$ cat src/rtl/fifo_arbiter_pkg.sv
// Shared constants, types and one-hot helpers for the four-input FIFO arbiter.
// Imported by the round-robin picker and the arbiter top level.
package fifo_arbiter_pkg;

  localparam int unsigned ARB_N_IN  = 4;
  localparam int unsigned ARB_IDX_W = 2;

  typedef logic [ARB_IDX_W-1:0] arb_idx_t;
  // Extra MSB lets "no previous grant" sit outside the index range.
  typedef logic [ARB_IDX_W:0]   last_grant_t;

  localparam last_grant_t LAST_NONE = 3'b100;

  function automatic logic [ARB_N_IN-1:0] idx_to_onehot(arb_idx_t idx);
    logic [ARB_N_IN-1:0] oh;
    oh      = '0;
    oh[idx] = 1'b1;
    return oh;
  endfunction

  function automatic arb_idx_t onehot_to_idx(logic [ARB_N_IN-1:0] oh);
    arb_idx_t idx;
    idx = '0;
    for (int i = 0; i < ARB_N_IN; i++) begin
      if (oh[i]) idx |= arb_idx_t'(i);
    end
    return idx;
  endfunction

endpackage

$ cat src/rtl/fifo_arbiter_rr_pick4.sv
// Combinational round-robin selector: first set bit of elig scanning from ptr upwards,
// wrapping modulo four.
module rr_pick4
  import fifo_arbiter_pkg::*;
(
  input  logic [ARB_N_IN-1:0] elig,
  input  arb_idx_t            ptr,
  output logic                found,
  output arb_idx_t            idx
);

  arb_idx_t cand;

  // Scan from the far end so the candidate closest to ptr is written last and wins.
  always_comb begin
    found = 1'b0;
    idx   = ptr;
    cand  = ptr;
    for (int k = ARB_N_IN - 1; k >= 0; k--) begin
      cand = ptr + arb_idx_t'(k);
      if (elig[cand]) begin
        found = 1'b1;
        idx   = cand;
      end
    end
  end

endmodule

$ cat src/rtl/fifo_arbiter.sv
// Round-robin arbiter popping four upstream FIFOs into one downstream FIFO through a
// fixed two-stage pipeline, honouring the downstream almost_full back-pressure.
module fifo_arbiter
  import fifo_arbiter_pkg::*;
#(
  parameter int unsigned DATA_WIDTH = 4,
  parameter int unsigned N_IN       = ARB_N_IN
) (
  input  logic                       clk,
  input  logic                       rst,
  input  logic                       arb_en,
  input  logic [N_IN-1:0]            in_empty,
  input  logic [N_IN*DATA_WIDTH-1:0] in_data,
  output logic [N_IN-1:0]            in_rd_en,
  input  logic                       out_almost_full,
  output logic                       out_wr_en,
  output logic [DATA_WIDTH-1:0]      out_data,
  output logic [ARB_IDX_W-1:0]       out_src,
  output logic                       idle
);

  logic [N_IN-1:0]       elig;
  logic                  pick_found;
  arb_idx_t              pick_idx;
  logic                  grant;

  logic [N_IN-1:0]       rd_en_q, rd_en_d;
  arb_idx_t              ptr_q, ptr_d;
  last_grant_t           last_q, last_d;

  arb_idx_t              s1_sel_q;
  logic                  s1_vld_q;

  logic                  wr_q;
  logic [DATA_WIDTH-1:0] data_q;
  arb_idx_t              src_q;

  logic [DATA_WIDTH-1:0] in_word [N_IN];

  // in_empty lags a pop by one cycle, so the input popped last cycle sits out one round.
  for (genvar i = 0; i < N_IN; i++) begin : g_in
    assign elig[i]    = ~in_empty[i] & (last_q != last_grant_t'(i));
    assign in_word[i] = in_data[i*DATA_WIDTH +: DATA_WIDTH];
  end

  rr_pick4 u_pick (
    .elig  (elig),
    .ptr   (ptr_q),
    .found (pick_found),
    .idx   (pick_idx)
  );

  always_comb begin
    grant   = arb_en & ~out_almost_full & pick_found;
    rd_en_d = '0;
    ptr_d   = ptr_q;
    last_d  = LAST_NONE;
    if (grant) begin
      rd_en_d = idx_to_onehot(pick_idx);
      ptr_d   = pick_idx + arb_idx_t'(1);
      last_d  = {1'b0, pick_idx};
    end
  end

  always_ff @(posedge clk) begin
    if (rst) begin
      rd_en_q  <= '0;
      ptr_q    <= '0;
      last_q   <= LAST_NONE;
      s1_sel_q <= '0;
      s1_vld_q <= 1'b0;
      wr_q     <= 1'b0;
      data_q   <= '0;
      src_q    <= '0;
    end else begin
      rd_en_q  <= rd_en_d;
      ptr_q    <= ptr_d;
      last_q   <= last_d;
      // Stage 1: the popped word appears on in_data while this stage holds its index.
      s1_vld_q <= |rd_en_q;
      s1_sel_q <= onehot_to_idx(rd_en_q);
      // Stage 2: data/source only move with a valid word to keep the write bus quiet.
      wr_q     <= s1_vld_q;
      if (s1_vld_q) begin
        data_q <= in_word[s1_sel_q];
        src_q  <= s1_sel_q;
      end
    end
  end

  assign in_rd_en  = rd_en_q;
  assign out_wr_en = wr_q;
  assign out_data  = data_q;
  assign out_src   = src_q;
  assign idle      = ~(|rd_en_q | s1_vld_q | wr_q) & (&in_empty);

endmodule

$ cat config.mk
export PLATFORM = sky130hd
export DESIGN_NAME = fifo_arbiter
export DESIGN_NICKNAME = d
export VERILOG_FILES = /design/src/rtl/fifo_arbiter_pkg.sv /design/src/rtl/fifo_arbiter_rr_pick4.sv /design/src/rtl/fifo_arbiter.sv
export SDC_FILE = /design/constraint.sdc
export NUM_CORES = 1
export LEC_CHECK = 0
export ABC_AREA = 1
export CAP_MARGIN = 20
export CORE_UTILIZATION = 46
export CTS_BUF_LIST = sky130_fd_sc_hd__clkbuf_4 sky130_fd_sc_hd__clkbuf_8
export DETAILED_ROUTE_END_ITERATION = 8
export PLACE_DENSITY = 0.81
export RECOVER_POWER = 50
export SYNTH_ARGS = -nofsm -noshare
export SYNTH_HDL_FRONTEND = slang
export SYNTH_SLANG_ARGS = --single-unit
$ cat constraint.sdc
create_clock -name clk -period 2 [get_ports clk]
set_clock_uncertainty 0.15 [all_clocks]
set_input_delay 0.4 -clock clk [delete_from_list [all_inputs] [get_ports clk]]
set_output_delay 0.4 -clock clk [all_outputs]
set_load 0.01 [all_outputs]
== After elaboration in Yosys (flattened, before gate mapping) ==
Index checks and enable logic that the tools add are counted.

* Bits in registers: 19
* Input port bits: 24
* Output and inout bits: 12

* Add/sub/neg operators: 4
* $lt $le $gt $ge: 7
* Eq/ne operators: 3
* Mux-type cells: 25
* Bitwise logic cells: 17
* Reductions and logical operators: 5

{| class="wikitable"
|+ Operators with widths
! kind !! number
|-
| $lt 2x3->1 const B || 5
|-
| $mux 2 || 6
|-
| $mux 1 || 10
|-
| $bmux 1 s2 || 4
|-
| $bmux 4 s2 || 1
|-
| $mux 4 || 2
|-
| $and 1x1->1 || 7
|-
| $not 1->1 || 7
|-
| $ne 3x2->1 const B || 2
|-
| $add 2x1->2 const B || 2
|-
| $add 2x2->2 const B || 2
|-
| $reduce_and 4->1 || 1
|-
| $reduce_or 4->1 || 1
|-
| $ge 3x3->1 const B || 1
|-
| $mux 3 || 1
|-
| $ne 3x1->1 const B || 1
|-
| $not 2->3 || 1
|-
| $reduce_bool 3->1 || 1
|-
| $demux 1 s2 || 1
|-
| $ge 2x1->1 const B || 1
|-
| $or 1x1->1 || 2
|-
| $reduce_or 2->1 || 1
|-
| $logic_and 1x1->1 || 1
|}

== Longest topological paths before layout ==
Gate-level depths: netlist (run 1).

* Word-level depth: 12
* Gate-level depth with buffers: 14
* Mapped depth without buffers: 14

== Cells and area by module ==
A second synthesis (run 1) with hierarchy kept.

* Cells, all modules: 165
* Area, all modules: 1119.8 um2

{| class="wikitable"
|+ Modules (own cells, without submodules)
! module !! times used !! cells an instance !! area an instance (um2) !! seq. area each (um2)
|-
| fifo_arbiter || 1 || 112 || 885.8 || 380.4
|-
| rr_pick4 || 1 || 53 || 234.0 || 0.0
|}

== Worst setup path before layout (run 1) ==
No wires, ideal clock.

* Kind: register -> register
* Start point: reg ptr_q[0]
* End point: reg ptr_q[1]
* Setup time: 0.069 ns
* Arrival time: 1.569 ns
* Required time: 1.781 ns
* Slack: 0.212 ns
* Cell stages (with the launch flop): 12
* Period minus slack after synthesis: 1.788 ns
* Cell sequence: dfxtp_1 > buf_6 > xnor2_2 > inv_2 > nand3_2 > nand2_1 > o21ai_2 > nand2_2 > nand2_2 > nand2_2 > ha_1 > o21ai_1

* Word-level cells in the longest chain between the ends: 8

{| class="wikitable"
|+ RTL lines
! item !! RTL line !! source
|-
| start, declared || fifo_arbiter.sv:28 || <nowiki>arb_idx_t ptr_q, ptr_d;</nowiki>
|-
| start signal, assigned || fifo_arbiter.sv:77 || <nowiki>ptr_q <= ptr_d;</nowiki>
|-
| $add 2x2->2 || fifo_arbiter_rr_pick4.sv:20 || <nowiki>cand = ptr + arb_idx_t'(k);</nowiki>
|-
| $bmux 1 s2 || fifo_arbiter_rr_pick4.sv:21 || <nowiki>if (elig[cand]) begin</nowiki>
|-
| $mux 1 (not written as such) || fifo_arbiter_rr_pick4.sv:21 ||
|-
| $mux 2 / $mux 1 (equally long branches) (4 in series) || fifo_arbiter_rr_pick4.sv:21 ||
|-
| $add 2x1->2 / $and 1x1->1 (equally long branches) || fifo_arbiter.sv:60, fifo_arbiter.sv:54 ||
|}

Several ways; a longest one is shown, not always the timed one. The select of a mux whose other input is x is not followed.
A chain may end at the register's enable or synchronous reset.

== Worst setup path in the final report (run 1) ==
* Start point: reg rd_en_q[3], in the netlist in_rd_en[3]
* End point: out idle

* Word-level cells in the longest chain between the ends: 5

{| class="wikitable"
|+ RTL lines
! item !! RTL line !! source
|-
| start, declared || fifo_arbiter.sv:27 || <nowiki>logic [N_IN-1:0] rd_en_q, rd_en_d;</nowiki>
|-
| start signal, assigned || fifo_arbiter.sv:76 || <nowiki>rd_en_q <= rd_en_d;</nowiki>
|-
| $reduce_or 4->1 || fifo_arbiter.sv:95 || <nowiki>assign idle = ~(|rd_en_q | s1_vld_q | wr_q) & (&in_empty);</nowiki>
|-
| $or 1x1->1 (2 in series) || fifo_arbiter.sv:95 ||
|-
| $not 1->1 || fifo_arbiter.sv:95 ||
|-
| $and 1x1->1 || fifo_arbiter.sv:95 ||
|-
| end, declared || fifo_arbiter.sv:19 || <nowiki>output logic idle</nowiki>
|}

No other way between the ends.

==> flow_summary_export.csv, run 1 <==
group,metric,value,unit
route,num_vias,1276,
floorplanning,io_pins,36,
critical_path,cp_max_fo,2,
finish,final_nets,243,
finish,mostFrequentLayoutCells,"nor2_1 (31), clkdlybuf4s50_1 (26), buf_4 (21), nand2_1 (19)",
clock_network,clkSinkCount,19,
critical_path,critPathRequiredTime,1450,ps
sta,hold_slack,357,ps
floorplanning,die_h,50,µm
placed_design,dpl_cell_area,0.00156,mm²
clock_network,h-tree-depth,1,
logic_synthesis,synth_area_leader_cell,"dfxtp_1",
finish,syn_to_final_growth,60.8,%
global_route,grt_first_pass_wirelength,4890,µm
route,drt_pre_antenna_iters,4,
critical_path,crit_arrival,1390,ps
logic_synthesis,netlist-cell-type-count,21,
logic_synthesis,synthAdderAreaFrac,1.18,%
critical_path,path_cells,"nor4_2 -> buf_4 -> and3_1 -> buf_2",
finish,drive_gt1_share,29.5,%
floorplanning,die_x,50,µm
global_route,grt_pass1_vias,1254,
min_path,hp-class,"flop to flop",
placed_design,io_buffers,35,
floorplanning,dieArea,0.00250,mm²
critical_path,endpoint_kind,"output pin",
global_route,track_usage,25.9,%
finish,layout_commonest_cell,"nor2_1",
critical_path,worst-path-buf-inv,2,
floorplanning,core-area,0.00219,mm²
critical_path,critical_path_class,"flop to output pin",
floorplanning,rows,17,
finish,num-fill-cells,155,
critical_path,cp_slowest_cell,"dfxtp_1",
logic_synthesis,syn_nets,185,
pwr,p_per_area,990,mW/mm²
route,drc_errors,0,
logic_synthesis,synth_compound_area_share,13.2,%
global_route,grt_max_degree,13,
clock_network,cts_max_path_buffers,2,
clock_network,cts_root_buf,"clkbuf_4",
finish,regArea,383,µm²
route,drtIter0Drc,56,
placed_design,dp.cells,237,
clock_network,cts.reportedPaths.clkPinSlew,100,ps
sta,relSlewSlack,78.5,%
route,drt.antenna.violating_nets,0,
logic_synthesis,synth.avg_cell_area,6.62,µm²
pwr,ir_drop,0.660,mV
sta,finalSetupViolations,0,
pwr,p_leak,0.809,nW
clock_network,numCtsBuffers,3,
run_status,outcome,"finished, final reports clean",
pwr,power,1.69,mW
logic_synthesis,synth-xor-area-share,1.53,%
global_route,overflow,0,
sta,hold_violations,0,
route,via_per_inst,5.21,
sta,slew_violations,0,
clock_network,clk_latency,310,ps
finish,final_util,77.8,%
finish,multiInputGateArea,656,µm²
floorplanning,start_util,48.4,%
logic_synthesis,ys_warn_count,0,
logic_synthesis,synthCells,160,
finish,n_antenna_cell,0,
placed_design,dpl.hpwl,2210,µm
sta,worst_slew_pin_slew,323,ps
sta,worst_slack,60.9,ps
logic_synthesis,synth_seq_cells,19,
sta,min_period_over_period,97.0,%
critical_path,crit_path_start_kind,"flop",
placed_design,gp_congestion,0.892,
route,wl_per_cell,12.9,µm
logic_synthesis,synth_top_family_by_area,"simple AND/OR/NAND/NOR gates",
clock_network,cts_tree,"built",
critical_path,crit_family,"simple AND/OR/NAND/NOR gates",
logic_synthesis,ys_seq_area_share,35.9,%
run,cap_viol_max_count,0,
logic_synthesis,syn_area,0.00106,mm²
placed_design,place_ws,-402,ps
logic_synthesis,synth_top_area_share,35.9,%
logic_synthesis,synthTopCellsByArea,"dfxtp_1 (36%), nor2_1 (11%), nand2_1 (9.6%)",
finish,final_cells,245,
finish,finalInstanceArea,0.00170,mm²
sta,final.setup.tns,0,ps
route,routed_wl,3170,µm
sta,maxClockFrequency,0.516,GHz
critical_path,cp_slowest_stage_delay,340,ps
global_route,grt_antenna_before_repair,0,
logic_synthesis,yosys.area_share.simple,37.5,%
sta,period_minus_slack,1940,ps
logic_synthesis,synth_mux_area_share,0,%
## cells by family after synthesis
kind of cell               count (synthesis)
and+or+nand+nor                           87
buffers and inverters                     28
AOI/OAI and AO/OA                         24
DFF                                       19
xor gates and xnor gates                   1
adders and majority gates                  1
## routing by layer
layer / GRT usage [%] / vias up / wire (µm)
met5: 0 / - / 0
met4: 12.9 / 0 / 67
met3: 4.63 / 10 / 109
met2: 47.3 / 41 / 1650
met1: 28.0 / 601 / 1340
li1: - / 624 / -
## registers in the layout, indices dropped and copies added, names as in the netlist
register / flops
out_src: 2
out_data: 4
s1_sel_q: 2
s1_vld_q: 1
in_rd_en: 4
ptr_q: 2
last_q: 3
out_wr_en: 1
## where the power goes
part	switching (mW)	total, mW	internal (mW)
Combinational	0.506	0.995	0.489
Clock	0.124	0.201	0.0764
Sequential	0.0564	0.492	0.436
Total	0.686	1.69	1.00
## worst min-delay path, cell delays in order (launching register included)
cell and delay (ps):
dfxtp_1 350, nor2_1 90, nor2_1 40
## area by class of cell
class / instances / share of cell area [%]
clock buffers: 3 / 1.32
well taps: 28 / 2.06
repair buffers: 57 / 30.0
clock inverters: 1 / 0.441
flip-flops and latches: 19 / 22.5
inverters: 24 / 5.29
multi-input cells: 113 / 38.5
## cells in the mapped netlist
cell       n
a21oi_1    3
a21oi_4    1
and3_1     1
buf_6      1
clkbuf_1   3
dfxtp_1   19
ha_1       1
inv_1     20
inv_2      4
nand2_1   27
nand2_2    4
nand3_1   17
nand3_2    3
nand3_4    1
nor2_1    32
nor4_1     2
o21ai_0   14
o21ai_1    1
o21ai_2    1
o22ai_1    4
xnor2_2    1
## timing repair
item,in CTS,in global routing
hold buffers,0,0
pin swaps,14,12
endpoints found under the setup margin,2,6
resized for setup,15,17
setup buffers,3,1
## path summary, 6_finish.rpt
| check | depth (start not counted) | slack (ps) | to | from |
|---|---|---|---|---|
| max | 4 | 60 | idle | in_rd_en[3] |
| min | 2 | 360 | s1_sel_q[1] | in_rd_en[2] |
| max reg2reg | 10 | 100 | ptr_q[1] | ptr_q[0] |
| min reg2reg | 2 | 360 | s1_sel_q[1] | in_rd_en[2] |
Note: power is estimated with default switching activity, not from simulation.
==> inputs of run 2 (changes only) <==
--- a/config.mk
+++ b/config.mk
@@ -6,6 +6,7 @@
 export NUM_CORES = 1
 export LEC_CHECK = 0
 export ABC_AREA = 1
+export ABC_CLOCK_PERIOD_IN_PS = 2000
 export CAP_MARGIN = 20
 export CORE_UTILIZATION = 46
 export CTS_BUF_LIST = sky130_fd_sc_hd__clkbuf_4 sky130_fd_sc_hd__clkbuf_8
==> results of run 2 <==
The final DEF is identical to that of run 1; final timing and power are the same.
==> inputs of run 3 (changes only) <==
--- a/config.mk
+++ b/config.mk
@@ -8,6 +8,7 @@
 export ABC_AREA = 1
 export ABC_CLOCK_PERIOD_IN_PS = 2000
 export CAP_MARGIN = 20
+export CORE_MARGIN = 1.5
 export CORE_UTILIZATION = 46
 export CTS_BUF_LIST = sky130_fd_sc_hd__clkbuf_4 sky130_fd_sc_hd__clkbuf_8
 export DETAILED_ROUTE_END_ITERATION = 8
==> flow_summary_export.csv, run 3 (synthesis gave the netlist of run 1 again) <==
group,metric,value,unit
clock_network,clkSinkCount,19,
placed_design,dpl_cell_area,0.00156,mm²
sta,hold_violations,0,
sta,finalSetupViolations,0,
finish,layout_commonest_cell,"nor2_1",
route,drt.antenna.violating_nets,0,
critical_path,cp_slowest_stage_delay,460,ps
critical_path,crit_arrival,2020,ps
route,via_per_inst,4.96,
global_route,grt_antenna_before_repair,0,
min_path,worstHoldStart,"in_rd_en[2]",
finish,final_cells,246,
route,drtIter0Drc,31,
pwr,clkPwrFrac,11.7,%
clock_network,numCtsBuffers,3,
critical_path,r2r_end,"ptr_q[1]",
clock_network,cts_root_buf,"clkbuf_4",
route,drt_pre_antenna_iters,4,
finish,drive_gt1_share,28.0,%
route,routed_wl,3010,µm
placed_design,dp.cells,237,
pwr,ir_drop,0.757,mV
sta,period_minus_slack,1980,ps
sta,hold_slack,369,ps
critical_path,critical_path_class,"input port to flop",
finish,final_nets,244,
floorplanning,core-area,0.00219,mm²
pwr,p_sw,0.670,mW
placed_design,io_buffers,35,
floorplanning,start_util,48.4,%
clock_network,cts_tree,"built",
sta,min_period_over_period,99.0,%
clock_network,cts.reportedPaths.clkPinSlew,100,ps
critical_path,critPathMostFrequentCell,"nand2_2",
finish,final_util,78.3,%
global_route,grt_first_pass_wirelength,4810,µm
placed_design,dpl.hpwl,2120,µm
critical_path,crit_path_start_kind,"input port",
clock_network,clk_latency,280,ps
sta,relSlewSlack,79.2,%
floorplanning,die_x,51,µm
pwr,p_leak,0.817,nW
critical_path,cp_max_fo,3,
pwr,p_int,1.05,mW
sta,slew_violations,0,
run_status,outcome,"finished, final reports clean",
route,num_vias,1221,
pwr,p_per_area,1000,mW/mm²
sta,worst_slew_pin_slew,312,ps
finish,finalInstanceArea,0.00172,mm²
critical_path,r2r_cells,12,
critical_path,rr_startpoint,"last_q[0]",
pwr,p_seq_share,29.0,%
clock_network,h-tree-depth,1,
critical_path,cp_slowest_cell,"clkdlybuf4s50_1",
floorplanning,die_h,51,µm
finish,n_antenna_cell,0,
global_route,grt_max_degree,11,
route,wl_per_cell,12.2,µm
finish,syn_to_final_growth,61.9,%
floorplanning,dieArea,0.00260,mm²
critical_path,endpoint_kind,"flop",
min_path,hp-class,"flop to flop",
placed_design,gp_congestion,0.881,
pwr,p_comb_share,59.3,%
clock_network,hold_buffers,0,
clock_network,cts_max_path_buffers,2,
global_route,grt_pass1_vias,1154,
run,cap_viol_max_count,0,
floorplanning,io_pins,36,
route,drc_errors,0,
sta,maxClockFrequency,0.505,GHz
pwr,p_sw_share,39.0,%
global_route,track_usage,24.2,%
finish,mostFrequentLayoutCells,"nor2_1 (32), clkdlybuf4s50_1 (28), nand2_1 (22), buf_4 (22)",
critical_path,regToRegSetupSlack,100,ps
min_path,holdPathEnd,"s1_sel_q[1]",
floorplanning,rows,17,
global_route,overflow,0,
critical_path,path_cells,"clkdlybuf4s50_1 -> inv_1 -> nand3_1 -> nand2_2 -> nand2_2 -> nand2_2 -> o21ai_4 -> nand2_2 -> nand2_2 -> nand2_4 -> ha_4 -> o21ai_2",
critical_path,critPathRequiredTime,2040,ps
min_path,hold_depth,2,
[run 3: cell count changes in the layout (fill, tap and decap cells not counted), sizes merged]
cell / before / now
clkdlybuf4s50: 26 / 28
buf: 22 / 23
clkbuf: 4 / 5
clkinvlp: 1 / 0
dlygate4sd2: 1 / 0
dlygate4sd3: 5 / 4
[run 3: worst max-delay path by stage]
stage	from	to	slack (ps)	depth (start not counted)
floorplan	ptr_q[0]	ptr_q[1]	210	11
global placement	in_empty[0]	idle	-360	5
global route	in_empty[1]	ptr_q[1]	-40	12
finish	in_empty[1]	ptr_q[1]	20	12
detailed placement	in_empty[0]	idle	-380	5
CTS	in_empty[0]	ptr_q[1]	0.8	13
[run 3: through the flow]
stage	setup TNS (ps)	setup slack, ps	power (mW)
2_1_floorplan	0	212	0.957
3_3_place_gp	-1870	-360	1.27
3_5_place_dp	-2030	-384	1.29
4_1_cts	0	0.756	1.64
5_1_grt	-35.0	-35.0	1.84
6_report	0	20.2	1.72
[run 3: repair_timing]
| item | in CTS | in global routing |
|---|---|---|
| endpoints found under the setup margin | 2 | 8 |
| resized for setup | 15 | 14 |
| setup buffers | 5 | 0 |
| pin swaps | 11 | 11 |
[run 3: power by group through the flow]
stage | Combinational, mW | Sequential [mW] | Clock [mW]
after floorplan | 0.468 | 0.488 | 0
after global placement | 0.786 | 0.488 | 0
after detailed placement | 0.803 | 0.491 | 0
after CTS | 0.949 | 0.487 | 0.205
after global routing | 1.11 | 0.507 | 0.223
final | 1.02 | 0.498 | 0.201
[run 3: final cells by class]
cell class	count	area [µm²]
well taps	28	35.0
fillers	155	475
multi-input cells	113	656
clock buffers	4	30.0
flip-flops and latches	19	385
inverters	24	90.1
repair buffers	58	519
[run 3: critical path, delay by kind of cell]
family | cells | cell delay [ps]
buffers and inverters | 2 | 530
adder cells (fa/ha/maj) | 1 | 270
AND/OR/NAND/NOR | 7 | 600
AO/OA/AOI/OAI | 2 | 210
[run 3: per-layer routing]
metal	GRT usage, %	up-vias	share of wire, %
met2	42.6	39	49
li1	-	630	-
met1	29.1	546	45
met4	9.01	0	1.5
met3	4.39	6	3.8
met5	0	-	0
